==> config.mk <==
export PLATFORM = sky130hd
export DESIGN_NAME = booth_seq_divider
export DESIGN_NICKNAME = d
export VERILOG_FILES = /design/src/rtl/booth_div_pkg.sv /design/src/rtl/div_trial_sub.sv /design/src/rtl/booth_seq_divider.sv
export SDC_FILE = /design/constraint.sdc
export NUM_CORES = 1
export LEC_CHECK = 0
export BUFFER_PORTS_ARGS = -buffer_cell sky130_fd_sc_hd__buf_2
export CAP_MARGIN = 10
export CELL_PAD_IN_SITES_DETAIL_PLACEMENT = 0
export CELL_PAD_IN_SITES_GLOBAL_PLACEMENT = 2
export CORE_AREA = 4 4 151 80
export DETAILED_ROUTE_END_ITERATION = 10
export DIE_AREA = 0 0 155 84
export PLACE_DENSITY = 0.83
export SYNTH_ARGS = -nofsm -noshare
export SYNTH_HDL_FRONTEND = slang
export SYNTH_HIERARCHICAL = 1
export SYNTH_SLANG_ARGS = --single-unit
export TNS_END_PERCENT = 1
==> constraint.sdc <==
create_clock -name clk -period 2.7 [get_ports clk]
set_clock_uncertainty 0.15 [all_clocks]
set_input_delay 0.135 -clock clk [delete_from_list [all_inputs] [get_ports clk]]
set_output_delay 0.135 -clock clk [all_outputs]
set_load 0.02 [all_outputs]
==> src/rtl/booth_div_pkg.sv <==
// booth_div_pkg: shared state encoding and sizing helpers for the sequential divider.
package booth_div_pkg;

    typedef enum logic [1:0] {IDLE, CALC, FIX} state_t;

    localparam int DEF_WIDTH = 8;

    function automatic int cnt_width(input int w);
        return $clog2(w + 1);
    endfunction

    localparam int DEF_CNT_W = cnt_width(DEF_WIDTH);

endpackage

==> src/rtl/div_trial_sub.sv <==
// div_trial_sub: combinational trial subtractor, borrow set when minuend < subtrahend.
module div_trial_sub #(
    parameter int WIDTH = 9
) (
    input  logic [WIDTH-1:0] minuend,
    input  logic [WIDTH-1:0] subtrahend,
    output logic [WIDTH-1:0] diff,
    output logic             borrow
);

    assign {borrow, diff} = {1'b0, minuend} - {1'b0, subtrahend};

endmodule

==> src/rtl/booth_seq_divider.sv <==
// booth_seq_divider: signed restoring divider, one shift-subtract step per clock on magnitudes,
// followed by a sign-correction cycle that registers quotient, remainder and flags.
module booth_seq_divider
    import booth_div_pkg::*;
#(
    parameter int WIDTH = DEF_WIDTH
) (
    input  logic             clk,
    input  logic             rst_n,
    input  logic             start,
    input  logic [WIDTH-1:0] dividend,
    input  logic [WIDTH-1:0] divisor,
    output logic             busy,
    output logic             done,
    output logic [WIDTH-1:0] quotient,
    output logic [WIDTH-1:0] remainder,
    output logic             div_by_zero,
    output logic             overflow
);

    localparam int CW = cnt_width(WIDTH);

    state_t           state, next;
    logic [CW-1:0]    cnt;
    logic [WIDTH:0]   prem;
    logic [WIDTH:0]   shifted;
    logic [WIDTH:0]   diff;
    logic             borrow;
    logic [WIDTH-1:0] qmag;
    logic [WIDTH-1:0] dmag;
    logic [WIDTH-1:0] dvd;
    logic             neg_q;
    logic             neg_r;
    logic             dz;
    logic             ov;
    logic             last;

    // The quotient register starts out holding the dividend magnitude and is shifted into prem.
    assign shifted = {prem[WIDTH-1:0], qmag[WIDTH-1]};
    assign last    = cnt == CW'(WIDTH - 1);
    assign busy    = state != IDLE;

    div_trial_sub #(.WIDTH(WIDTH + 1)) u_sub (
        .minuend    (shifted),
        .subtrahend ({1'b0, dmag}),
        .diff       (diff),
        .borrow     (borrow)
    );

    always_ff @(posedge clk or negedge rst_n) begin
        if (!rst_n)
            state <= IDLE;
        else
            state <= next;
    end

    always_comb begin
        next = state;
        next = (state == IDLE && start) ? CALC :
               (state == CALC && last)  ? FIX  :
               (state == FIX)           ? IDLE : state;
    end

    always_ff @(posedge clk or negedge rst_n) begin
        if (!rst_n) begin
            cnt         <= '0;
            prem        <= '0;
            qmag        <= '0;
            dmag        <= '0;
            dvd         <= '0;
            neg_q       <= 1'b0;
            neg_r       <= 1'b0;
            dz          <= 1'b0;
            ov          <= 1'b0;
            done        <= 1'b0;
            quotient    <= '0;
            remainder   <= '0;
            div_by_zero <= 1'b0;
            overflow    <= 1'b0;
        end else begin
            done <= state == FIX;
            case (state)
                IDLE: if (start) begin
                    dvd   <= dividend;
                    qmag  <= dividend[WIDTH-1] ? -dividend : dividend;
                    dmag  <= divisor[WIDTH-1] ? -divisor : divisor;
                    neg_q <= dividend[WIDTH-1] ^ divisor[WIDTH-1];
                    neg_r <= dividend[WIDTH-1];
                    dz    <= divisor == '0;
                    ov    <= dividend == {1'b1, {(WIDTH-1){1'b0}}} && divisor == '1;
                    prem  <= '0;
                    cnt   <= '0;
                end
                CALC: begin
                    prem <= borrow ? shifted : diff;
                    qmag <= {qmag[WIDTH-2:0], ~borrow};
                    cnt  <= cnt + 1'b1;
                end
                FIX: begin
                    quotient    <= dz ? '1 : neg_q ? -qmag : qmag;
                    remainder   <= dz ? dvd : WIDTH'(neg_r ? -prem : prem);
                    div_by_zero <= dz;
                    overflow    <= ov;
                end
                default: ;
            endcase
        end
    end

endmodule

==> impl_metrics.csv <==
group,metric,value,unit
critical_path,critPathArrivalTime,2.64,ns
floorplanning,chipWidth,155,microns
timing,hold_viol_final,0,
clocking,cts_root_buf,"clkbuf_16",
placed_design,io_buffers,38,
placed_design,gp_congestion,0.777,
synth,synth_warnings,6,
timing,fmax,0.394,GHz
placed_design,post_dp_cell_area,3800,sq um
hold_path,whs_path_depth,3,
final_layout,antennaDiodeCount,0,
route,drt_wl_total,9.17,mm
synth,syn_inst,385,
clocking,clk_pin_slew,0.05,ns
route,ant_nets,0,
run_status,status,"complete, no violations",
timing,holdWs,0.0165,ns
floorplanning,fp.coreArea,10800,sq um
route,via_per_inst,4.84,
timing,post-route-period-util,94.0,%
critical_path,reg2reg_depth,9,
floorplanning,dieArea,13000,sq um
route,drt_iter0_drc,146,
clocking,cts_tree,"done",
timing,slew_headroom,56.1,%
clocking,cts_num_sinks,60,
placed_design,dp_slack,0.339,ns
route,vias,2819,
floorplanning,ios,39,
synth,avgSynthCellArea,8.93,sq um
placed_design,place_hpwl,6.99,mm
global_routing,grt_max_degree,24,
route,first_pass_iters,4,
global_routing,grt_overflow,0,
power_and_ir_drop,p_leak,2.00,nW
final_layout,final_util,39.0,%
route,drt-wirelength-per-cell,15.7,microns
critical_path,cp-start-kind,"input pin",
timing,setup_ws,0.163,ns
final_layout,area_growth,22.4,%
clocking,clk_latency,0.33,ns
timing,rsz0062_at_grt,"no",
critical_path,cp.required,2.80,ns
timing,drv_slew,0,
timing,finalSetupViolCount,0,
critical_path,path_max_fanout,4,
timing,min_period,2.54,ns
timing,tightestPinTransition,0.659,ns
final_layout,fin_cells,583,
critical_path,cp-end-kind,"flop",
route,drc_errors,0,
final_layout,fillCellCount,1139,
power_and_ir_drop,p_per_area,1300,nW/um^2
floorplanning,num_rows,27,
global_routing,antenna_found_initial,0,
hold_path,hold_path_class,"input pin to flop",
final_layout,design_area,4210,sq um
critical_path,crit_type,"input pin to flop",
clocking,postCtsSetupBuffers,0,
floorplanning,start_util,31.9,%
global_routing,grt_pass1_wl,15.1,mm
timing,finalSetupTns,0,ns
final_layout,drive_gt1_share,15.5,%
clocking,clock_path_buffers,2,
placed_design,dpl.cell_count,557,
global_routing,grt_pass1_vias,2789,
clocking,htreeDepth,3,
global_routing,grt_usage,14.9,%
synth,syn_nets,420,
flow_run,drv_cap,0,
power_and_ir_drop,ir_drop,365,uV
final_layout,layout.nets,469,
floorplanning,die_h,84,microns
clocking,cts_buffers,9,
synth,netlist_area,3440,sq um
power_and_ir_drop,power,5.48,mW
## sequential cells by signal (all words and copies together), names as in the netlist, 2 cells and up
signal,cells
dvd,8
qmag,8
cnt,4
quotient,8
dmag,8
state,2
prem,8
remainder,8
## final timing paths
path | slack, ns | startpoint | end
worst max register to register | 0.35 | dmag[1]$_DFFE_PN0P_ | prem[2]$_DFFE_PN0P_
min in group asynchronous | 0.14 | rst_n | remainder[7]$_DFFE_PN0P_
worst max-delay path | 0.16 | dividend[4] | ov$_DFFE_PN0P_
worst min-delay path | 0.02 | dividend[0] | dvd[0]$_DFFE_PN0P_
worst min register to register | 0.32 | overflow$_DFFE_PN0P_ | overflow$_DFFE_PN0P_
max in group asynchronous | 1.56 | rst_n | prem[0]$_DFFE_PN0P_
## cell usage in the layout, fill, tap and decap left out, types with 2 or more instances in the layout
master and n:
dfrtp_1 60, nand2_1 52, buf_2 38, o21ai_0 35
nor2_1 28, inv_1 24, a21oi_1 20, xor2_1 17
mux2i_1 16, nand3_1 16, ha_1 15, dlygate4sd3_1 11
xnor2_1 10, clkbuf_16 9, buf_4 9, o31ai_1 7
nand2b_1 6, nor3_1 5, nor2b_1 4, a31oi_1 4
and3_1 4, a221oi_1 4, nor3b_1 3, nand4_1 3
a21o_1 3, or2_2 2, or3b_1 2, o21bai_1 2
a22oi_1 2, a21boi_0 2, nor4_1 2, clkinv_2 2
clkbuf_8 2
## layout make-up
class	count	area (sq um)	area share (%)
clock buffers	11	253	6.01
clock inverters	4	48.8	1.16
well taps	145	181	4.31
inverters	25	93.8	2.23
flip-flops and latches	60	1500	35.7
multi-input cells	280	1760	41.9
repair buffers	58	368	8.74
## critical path: stages
cell and delay, ns:
dlygate4sd3_1 0.54, buf_2 0.16, or3_1 0.45, nor4_1 0.51, nand4_1 0.15, dlygate4sd3_1 0.57, o21ai_0 0.14
## routing by layer
| metal | vias to the layer above | global-route usage (%) | part of all wire [%] |
|---|---|---|---|
| met5 | - | 0 | 0 |
| met4 | 0 | 3.21 | 0.72 |
| met3 | 8 | 4.25 | 6.3 |
| met2 | 69 | 19.0 | 37 |
| met1 | 1318 | 24.0 | 56 |
| li1 | 1424 | - | - |
## where the power goes
group          switching [mW]  internal [mW]  total [mW]  leakage [nW]
Sequential              0.453           1.32        1.77         0.738
Combinational            1.45           1.09        2.54          1.11
Clock                   0.408          0.757        1.16         0.151
Total                    2.31           3.17        5.48          2.00
## timing repair
item                      in CTS  in global routing
hold endpoints to repair      30                  0
hold buffers                  11                  0
resized for setup              0                  0
No activity file was read; power rests on OpenSTA's default activity.
